===== src/rtl/conv_seq_pkg.sv =====
// rtl/conv_seq_pkg.sv - shared types and default widths for the conv layer sequencer
package conv_seq_pkg;

  localparam int DEF_DATA_W = 64;
  localparam int DEF_CFG_W  = 32;
  localparam int DEF_CNT_W  = 24;

  typedef enum logic [2:0] {
    S_IDLE   = 3'd0,
    S_LAUNCH = 3'd1,
    S_RUN    = 3'd2,
    S_DRAIN  = 3'd3,
    S_DONE   = 3'd4
  } seq_state_t;

endpackage


===== src/rtl/axis_skid_buffer.sv =====
// rtl/axis_skid_buffer.sv - 2-entry skid buffer with registered stream outputs
module axis_skid_buffer #(
  parameter int W = 8
) (
  input  logic         clk,
  input  logic         resetn,
  input  logic [W-1:0] s_tdata,
  input  logic         s_tvalid,
  output logic         s_tready,
  output logic [W-1:0] m_tdata,
  output logic         m_tvalid,
  input  logic         m_tready,
  output logic         empty
);

  logic [W-1:0] skid_data;
  logic         skid_valid;

  // Ready only needs the second slot: a full buffer is output reg + skid reg.
  assign s_tready = !skid_valid;
  assign empty    = !m_tvalid && !skid_valid;

  // Output register refills from the skid slot first, then from the input; a stalled output parks the input in the skid slot.
  always_ff @(posedge clk) begin
    if (!resetn) begin
      m_tdata    <= '0;
      m_tvalid   <= 1'b0;
      skid_data  <= '0;
      skid_valid <= 1'b0;
    end else begin
      if (!m_tvalid || m_tready) begin
        if (skid_valid) begin
          m_tdata    <= skid_data;
          m_tvalid   <= 1'b1;
          skid_valid <= 1'b0;
        end else if (s_tvalid) begin
          m_tdata  <= s_tdata;
          m_tvalid <= 1'b1;
        end else begin
          m_tvalid <= 1'b0;
        end
      end else if (s_tvalid && !skid_valid) begin
        skid_data  <= s_tdata;
        skid_valid <= 1'b1;
      end
    end
  end

endmodule


===== src/rtl/conv_layer_sequencer.sv =====
// rtl/conv_layer_sequencer.sv - one-launch-per-layer sequencer over output-channel groups (option: SEQ_GROUP_TLAST_EN)
module conv_layer_sequencer
  import conv_seq_pkg::*;
#(
  parameter int DATA_W = DEF_DATA_W,
  parameter int CFG_W  = DEF_CFG_W,
  parameter int CNT_W  = DEF_CNT_W
) (
  input  logic                ap_clk,
  input  logic                ap_rst_n,
  input  logic                ap_start,
  output logic                ap_idle,
  output logic                ap_done,
  output logic                ap_ready,
  input  logic [CFG_W-1:0]    cfg_num_groups,
  input  logic [CFG_W-1:0]    cfg_wt_base_addr,
  input  logic [CFG_W-1:0]    cfg_group_wt_stride,
  input  logic [CFG_W-1:0]    cfg_beats_per_group,
  output logic                core_start,
  output logic [CFG_W-1:0]    core_output_group,
  output logic [CFG_W-1:0]    core_wt_base_addr,
  input  logic                core_done,
  input  logic                s_core_tvalid,
  output logic                s_core_tready,
  input  logic [DATA_W-1:0]   s_core_tdata,
  input  logic [DATA_W/8-1:0] s_core_tkeep,
  output logic                m_axis_output_tvalid,
  input  logic                m_axis_output_tready,
  output logic [DATA_W-1:0]   m_axis_output_tdata,
  output logic [DATA_W/8-1:0] m_axis_output_tkeep,
  output logic                m_axis_output_tlast
);

  localparam int KEEP_W = DATA_W / 8;
  localparam int PAY_W  = DATA_W + KEEP_W + 1;
  localparam logic [CNT_W-1:0] CNT_ONE = {{(CNT_W-1){1'b0}}, 1'b1};

  seq_state_t state, next_state;

  logic [CNT_W-1:0] num_groups_q;
  logic [CNT_W-1:0] beats_q;
  logic [CFG_W-1:0] stride_q;
  logic [CNT_W-1:0] group_idx;
  logic [CFG_W-1:0] wt_addr;
  logic [CNT_W-1:0] beat_cnt;
  logic             done_seen;

  logic             in_window;
  logic             skid_s_tready;
  logic             skid_empty;
  logic             beat_accept;
  logic [CNT_W-1:0] beat_cnt_p1;
  logic [CNT_W-1:0] beat_cnt_nxt;
  logic             last_group;
  logic             group_beat_last;
  logic             tlast_in;
  logic             group_complete;
  logic [PAY_W-1:0] skid_in;
  logic [PAY_W-1:0] skid_out;

  // Configuration bits above the counter width are deliberately ignored.
  logic unused_cfg_bits;
  assign unused_cfg_bits = ^{cfg_num_groups[CFG_W-1:CNT_W], cfg_beats_per_group[CFG_W-1:CNT_W]};

  assign s_core_tready   = skid_s_tready && in_window && (beat_cnt < beats_q);
  assign beat_accept     = s_core_tvalid && s_core_tready;
  assign beat_cnt_p1     = beat_cnt + CNT_ONE;
  assign beat_cnt_nxt    = beat_accept ? beat_cnt_p1 : beat_cnt;
  assign last_group      = (group_idx == num_groups_q - CNT_ONE);
  assign group_beat_last = (beat_cnt_p1 == beats_q);
  // A core_done coinciding with the final beat still closes the group this cycle.
  assign group_complete  = (state == S_RUN) && (done_seen || core_done) && (beat_cnt_nxt == beats_q);

`ifdef SEQ_GROUP_TLAST_EN
  assign tlast_in = group_beat_last;
`else
  assign tlast_in = group_beat_last && last_group;
`endif

  assign skid_in = {s_core_tdata, s_core_tkeep, tlast_in};
  assign {m_axis_output_tdata, m_axis_output_tkeep, m_axis_output_tlast} = skid_out;

  assign core_output_group = CFG_W'(group_idx);
  assign core_wt_base_addr = wt_addr;

  axis_skid_buffer #(.W(PAY_W)) u_skid (
    .clk      (ap_clk),
    .resetn   (ap_rst_n),
    .s_tdata  (skid_in),
    .s_tvalid (beat_accept),
    .s_tready (skid_s_tready),
    .m_tdata  (skid_out),
    .m_tvalid (m_axis_output_tvalid),
    .m_tready (m_axis_output_tready),
    .empty    (skid_empty)
  );

  // State register.
  always_ff @(posedge ap_clk) begin
    if (!ap_rst_n) begin
      state <= S_IDLE;
    end else begin
      state <= next_state;
    end
  end

  // Next-state and state-decoded control outputs.
  always_comb begin
    next_state = state;
    ap_idle    = 1'b0;
    ap_done    = 1'b0;
    ap_ready   = 1'b0;
    core_start = 1'b0;
    in_window  = 1'b0;
    case (state)
      S_IDLE: begin
        ap_idle = 1'b1;
        if (ap_start) begin
          next_state = (cfg_num_groups[CNT_W-1:0] == '0) ? S_DONE : S_LAUNCH;
        end
      end
      S_LAUNCH: begin
        core_start = 1'b1;
        in_window  = 1'b1;
        next_state = S_RUN;
      end
      S_RUN: begin
        in_window = 1'b1;
        if (group_complete) begin
          next_state = last_group ? S_DRAIN : S_LAUNCH;
        end
      end
      S_DRAIN: begin
        if (skid_empty) begin
          next_state = S_DONE;
        end
      end
      S_DONE: begin
        ap_done    = 1'b1;
        ap_ready   = 1'b1;
        next_state = S_IDLE;
      end
      default: next_state = S_IDLE;
    endcase
  end

  // Layer configuration latch, group/address stepping, beat counting and the sticky core_done flag.
  always_ff @(posedge ap_clk) begin
    if (!ap_rst_n) begin
      num_groups_q <= '0;
      beats_q      <= '0;
      stride_q     <= '0;
      group_idx    <= '0;
      wt_addr      <= '0;
      beat_cnt     <= '0;
      done_seen    <= 1'b0;
    end else begin
      if (state == S_IDLE && ap_start) begin
        num_groups_q <= cfg_num_groups[CNT_W-1:0];
        beats_q      <= cfg_beats_per_group[CNT_W-1:0];
        stride_q     <= cfg_group_wt_stride;
        group_idx    <= '0;
        wt_addr      <= cfg_wt_base_addr;
      end
      if (group_complete && !last_group) begin
        group_idx <= group_idx + CNT_ONE;
        wt_addr   <= wt_addr + stride_q;
      end
      // Counter and flag are cleared on entry to LAUNCH so beats taken during LAUNCH count.
      if (next_state == S_LAUNCH) begin
        beat_cnt  <= '0;
        done_seen <= 1'b0;
      end else begin
        beat_cnt <= beat_cnt_nxt;
        if (in_window && core_done) begin
          done_seen <= 1'b1;
        end
      end
    end
  end

endmodule


===== config.mk =====
export PLATFORM = sky130hd
export DESIGN_NAME = conv_layer_sequencer
export DESIGN_NICKNAME = d
export VERILOG_FILES = /design/src/rtl/conv_seq_pkg.sv /design/src/rtl/axis_skid_buffer.sv /design/src/rtl/conv_layer_sequencer.sv
export SDC_FILE = /design/constraint.sdc
export NUM_CORES = 1
export LEC_CHECK = 0
export BUFFER_PORTS_ARGS = -buffer_cell sky130_fd_sc_hd__buf_4
export CAP_MARGIN = 25
export CORE_ASPECT_RATIO = 1.5
export CORE_MARGIN = 2
export CORE_UTILIZATION = 56
export DETAILED_ROUTE_END_ITERATION = 16
export HOLD_SLACK_MARGIN = 0.03
export PLACE_DENSITY = 0.89
export SLEW_MARGIN = 10
export SYNTH_ARGS = -nofsm -noshare
export SYNTH_HDL_FRONTEND = slang
export SYNTH_SLANG_ARGS = --single-unit

===== constraint.sdc =====
create_clock -name ap_clk -period 5.3 [get_ports ap_clk]
set_clock_uncertainty 0.05 [all_clocks]
set_input_delay 0.795 -clock ap_clk [delete_from_list [all_inputs] [get_ports ap_clk]]
set_output_delay 0.795 -clock ap_clk [all_outputs]
set_load 0.01 [all_outputs]

### Word-level counts from Yosys, hierarchy flattened

Index checks and enable logic that the tools add are counted.

* bitwise logic cells: 2
* reduce and logical (&&, ||, !) cells: 25
* $lt $le $gt $ge: 1
* add/sub/neg operators: 4
* mux-type cells: 19
* equality and inequality tests: 8

Operator list (number)
* 73-bit two-way mux: 2
* 24-bit equality test: 3
* 24-bit two-way mux: 3
* 32-bit two-way mux: 2
* 24-bit by 1-bit adder with 24-bit output (second input constant): 2
* 32-bit adder: 1
* 24-bit zero test: 1
* 24-bit less-than comparator: 1
* 24-bit by 1-bit subtractor with 24-bit output (second input constant): 1
* 3-bit two-way mux: 4
* 3-bit one-hot mux with 4 select lines: 1
* 1-bit logical AND: 11
* 3-bit by 1-bit equality test with 1-bit output (second input constant): 2
* 3-bit by 2-bit equality test with 1-bit output (second input constant): 2
* 1-bit two-way mux: 6
* 2-bit OR reduction: 3
* 2-bit AND reduction: 2
* 2-bit nonzero test: 2
* 3-bit equality test (second input constant): 1
* 1-bit zero test: 3
* 3-bit zero test: 1
* 1-bit logical OR: 2
* 2-bit two-way mux: 1
* 1-bit inverter: 2

* bits of input ports: 206
* logic and storage cells: 71
* output and inout bits: 143
* bits in registers: 312

### Longest topological paths before layout

* depth after elaboration: 13
* depth in mapped cells: 16
* depth with buffers taken out: 13

### By module

A second synthesis with hierarchy kept.

* cell total of the unflattened synthesis: 2171
* area total of the unflattened synthesis: 17724.5 µm²

By module, submodules not included
* conv_layer_sequencer: instances 1, cells each 1510, sequential area each 3283.1 µm², area an instance 11367.2 µm²
* axis_skid_buffer: instances 1, cells each 661, sequential area each 2962.8 µm², area an instance 6357.3 µm²

### Worst setup path after synthesis

OpenSTA, ideal clock, no wires.

* kind: reg-to-reg
* start point: reg beats_q[21]
* end point: reg group_idx[22]
* setup slack: 1198 ps
* buffers on the path: 4
* setup time: 117 ps
* cell stages (with the launch flop): 17
* arrival: 3935 ps
* clock period less this slack: 4102 ps
* data required time: 5133 ps
* path through: dfxtp_1 -> clkbuf_1 -> inv_1 -> ha_1 -> a211o_1 -> a211o_1 -> a2111oi_4 -> and3_1 -> buf_4 -> nand2_2 -> or4_1 -> a2111o_1 -> a2111o_1 -> and3_1 -> buf_2 -> buf_2 -> a22o_1

* word-level cells in the longest chain between the ends: 8
* elaborated cells on any way between the ends: 9

RTL lines
* from (decl): RTL line conv_layer_sequencer.sv:41 `logic [CNT_W-1:0] beats_q;`
* from (signal assigned): RTL line conv_layer_sequencer.sv:160 `beats_q <= cfg_beats_per_group[CNT_W-1:0];`
* 24-bit less-than comparator: RTL line conv_layer_sequencer.sv:65 `assign s_core_tready = skid_s_tready && in_window && (beat_cnt < beats_q);`
* 1-bit logical AND: RTL line conv_layer_sequencer.sv:65
* 1-bit logical AND: RTL line conv_layer_sequencer.sv:66 `assign beat_accept = s_core_tvalid && s_core_tready;`
* 24-bit two-way mux: RTL line conv_layer_sequencer.sv:68 `assign beat_cnt_nxt = beat_accept ? beat_cnt_p1 : beat_cnt;`
* 24-bit equality test (*): RTL line conv_layer_sequencer.sv:72 `assign group_complete = (state == S_RUN) && (done_seen || core_done) && (beat_cnt_nxt == beats_q);`
* 1-bit logical AND (*): RTL line conv_layer_sequencer.sv:72
* 1-bit logical AND (*): RTL line conv_layer_sequencer.sv:165 `if (group_complete && !last_group) begin`
* 24-bit two-way mux / 2-bit nonzero test (equally long branches)
* to (signal assigned): RTL line conv_layer_sequencer.sv:166 `group_idx <= group_idx + CNT_ONE;`
* to (decl): RTL line conv_layer_sequencer.sv:43 `logic [CNT_W-1:0] group_idx;`

Every way passes the cells marked *; elsewhere a longest branch is shown, timed or not.
A chain may end at the register's enable or synchronous reset.

### Final worst setup path

* start point: reg beat_cnt[10]
* end point: reg group_idx[0]

* word-level cells in the longest chain between the ends: 8
* elaborated cells on any way between the ends: 10

RTL lines
* from (decl): RTL line conv_layer_sequencer.sv:45 `logic [CNT_W-1:0] beat_cnt;`
* from (signal assigned): RTL line conv_layer_sequencer.sv:174 `beat_cnt <= beat_cnt_nxt;`
* 24-bit less-than comparator: RTL line conv_layer_sequencer.sv:65
* 1-bit logical AND: RTL line conv_layer_sequencer.sv:65
* 1-bit logical AND: RTL line conv_layer_sequencer.sv:66
* 24-bit two-way mux (*): RTL line conv_layer_sequencer.sv:68
* 24-bit equality test (*): RTL line conv_layer_sequencer.sv:72
* 1-bit logical AND (*): RTL line conv_layer_sequencer.sv:72
* 1-bit logical AND (*): RTL line conv_layer_sequencer.sv:165
* 24-bit two-way mux / 2-bit nonzero test (equally long branches)

Marks and branches as above.

==> reports/results.tsv <==
metric	value	unit
seq_power_share	43.2	%
critPathLaunchType	flop	
swShare	27.87	%
grt_pass1_vias	16120	
hold_viol_final	0	
place.gp.congestion	0.9519	
min_delay_path_depth	2	
clockBufferDepth	3	
powerDensity	290.7	nW/µm²
leakage	0.008174	µW
num_vias	16530	
ys_ff_latch	312	
finalWirelength	50010	µm
htree_levels	1	
crit_path_max_fanout	23	
place_ws	0.6028	ns
max_clock_freq	210.4	MHz
post_cts_buffers	0	
intPower	4304	µW
antenna_found_initial	4	
die_h	216.7	µm
period_share	89.67	%
p_switching	1663	µW
synth_warnings	0	
worst-path-stages	12	
nFillCells	2292	
synthToLayoutAreaGrowth	21.53	%
setup_ws	0.5473	ns
synth.distinct_cells	76	
wl_per_cell	17.94	µm
placed_cell_area	19470	µm²
die_x	145.8	µm
cts_buffers	30	
status	completed	
worstSetupPathType	flop to flop	
max_slew_margin	49.63	%
crit_slowest_cell	a2111o_1	
start_util	57.11	%
dr.pass1.iters	6	
fin_crit	4.753	ns
drtAntennaViolNets	0	
track_usage	30.13	%
port_buffers	324	
rows	77	
routed_via_density	5.929	
grt_start_max_net_pins	151	
rsz0062_at_grt	false	
drive_above_1_share	17.62	%
syn_inst	2132	
p_comb_share	18.5	%
path_delay_family	compound AO/OA/AOI/OAI gates	
yosysSeqAreaShare	36.98	%
cp_slowest_stage_delay	0.54	ns
arrival	5.16	ns
cp_num_buf_inv	1	
reg2regPathDepth	12	
core	29580	µm²
io_pins	349	
cts_resized	0	
clk_latency	0.57	ns
dp_hpwl	35930	µm
grt_pass1_wl	79320	µm
slew_violations	0	
path_clk_slew	0.07	ns
setup_viol	0	
avgSynthCellArea	7.923	µm²
clock_power_share	38.3	%
die-area	31600	µm²
postSynth.asyncResetShare	0	%
min_path_type	flop to flop	
worst_pin_slew	0.7556	ns
synth_top_flop_cell	dfxtp_1	
synth_edf_count	0	
drcViolationCount	0	
layout.nets	2633	
endpoint_kind	flop	
root_buffer	clkbuf_16	
path_cells	ha_1 -> and3_1 -> a221o_1 -> a2111oi_4 -> nand3_1 -> o31ai_1 -> nand3_1 -> a2111o_1 -> a2111o_1 -> and3_1 -> buf_4 -> mux2_2	
fin_area	20530	µm²
cts-hold-fix-buffers	0	
syn_area	16890	µm²
irDropWorstVdd	0.2802	mV
grt-ovfl-total	0	
clock_sinks	312	
critPathRequiredTime	5.71	ns
cts_tree	yes	
drt_iter0_markers	1141	
drv_cap	0	
setup_tns	0	ns
synthesized netlist by cell type (12+ instances only):
| cell type | count | area (µm²) |
|---|---|---|
| a21o_1 | 24 | 180.2 |
| mux2i_1 | 91 | 910.9 |
| ha_1 | 58 | 725.7 |
| clkbuf_1 | 110 | 412.9 |
| or4_1 | 13 | 97.59 |
| a31oi_1 | 12 | 75.07 |
| buf_1 | 12 | 45.04 |
| nand3b_1 | 24 | 180.2 |
| nor4_1 | 24 | 150.1 |
| inv_1 | 45 | 168.9 |
| xnor2_1 | 78 | 683.2 |
| nor2_1 | 172 | 645.6 |
| nand2_1 | 397 | 1490 |
| a21oi_1 | 224 | 1121 |
| nand3_1 | 55 | 275.3 |
| and2_1 | 12 | 75.07 |
| nand4_1 | 24 | 150.1 |
| and3_1 | 19 | 118.9 |
| nor3_1 | 29 | 145.1 |
| dfxtp_1 | 312 | 6246 |
| o211ai_1 | 14 | 105.1 |
| a211oi_1 | 92 | 690.7 |
| xor2_1 | 46 | 402.9 |
| o21ai_0 | 41 | 205.2 |
| or3_1 | 17 | 106.4 |
| nand2b_1 | 16 | 100.1 |
| buf_2 | 17 | 85.08 |
| o21a_1 | 12 | 90.09 |
kinds of logic after synthesis:
| logic type | count (synthesis) | share of synthesized area, % |
|---|---|---|
| mux | 94 | 5.593 |
| other cells | 1 | 0.02220 |
| xor+xnor | 124 | 6.430 |
| simple gates | 847 | 22.99 |
| fa+ha+maj | 59 | 4.415 |
| flops | 312 | 36.98 |
| buf+inv | 198 | 4.785 |
| compound gates | 497 | 18.79 |
stage by stage:
step	hold WS, ns	cells	total power [µW]	util (%)
after floorplan	0.3860	2139	3281	-
after global placement	0.3907	2731	3669	65.83
after detailed placement	0.3963	2731	3713	65.83
after CTS	0.3949	2785	5990	69.38
after global routing	0.4185	2787	6188	69.39
final	0.4026	2788	5967	69.40
cell usage in the layout, fill, tap and decap left out, types with 29 or more instances in the layout:
cell type	synthesis	routed
xor2_1	46	46
nor2_1	172	171
clkbuf_16	0	31
dfxtp_1	312	311
a211oi_1	92	92
buf_4	11	346
inv_1	45	45
nor3_1	29	29
o21ai_0	41	41
nand3_1	55	54
a21oi_1	224	224
mux2i_1	91	91
nand2_1	397	395
ha_1	58	58
xnor2_1	78	78
tightest hold or removal path: cells and delay by family, from the launching register on:
family | cells | cell delay [ns]
DFF | 1 | 0.31
AOI/OAI and AO/OA | 1 | 0.05
and+or+nand+nor | 1 | 0.05
metal layers:
layer  vias to the layer above  wire, µm  track usage (%)
met4                         2      2417            14.48
li1                       7957         -                -
met2                       653     24780            53.40
met1                      7764     18860            34.55
met3                       153      3936            6.105
met5                         -        13                0
power by group through the flow:
stage / registers [µW] / clock network [µW] / logic, µW
finish: 2580 / 2290 / 1100
CTS: 2580 / 2320 / 1090
detailed placement: 2630 / 0 / 1090
global placement: 2620 / 0 / 1050
global route: 2590 / 2390 / 1200
floorplan: 2630 / 0 / 648
registers in the layout (all words and copies together), names as in the netlist:
register           count
state                  3
u_skid.m_tdata        73
num_groups_q          24
u_skid.m_tvalid        1
beat_cnt              24
u_skid.skid_valid      1
core_wt_base_addr     32
u_skid.skid_data      73
stride_q              32
beats_q               24
done_seen              1
group_idx             24
area by class of cell:
type                    count  area (µm²)  area share [%]
inverters                  46       180.2          0.8777
clock inverters            12       171.4          0.8351
multi-input cells        1629        9889           48.18
repair buffers            349        2658           12.95
flip-flops and latches    312        6250           30.45
well taps                 395       494.2           2.408
clock buffers              42       877.1           4.273
diodes                      3       7.507         0.03657
worst paths after layout:
kind	startpoint	to	slack, ns
hold reg to reg	u_skid.skid_data[69]	u_skid.skid_data[69]	0.40
setup / recovery	beat_cnt[10]	group_idx[0]	0.55
setup reg to reg	beat_cnt[10]	group_idx[0]	0.55
hold / removal	u_skid.skid_data[69]	u_skid.skid_data[69]	0.40
Note: power is estimated with default switching activity, not from simulation.
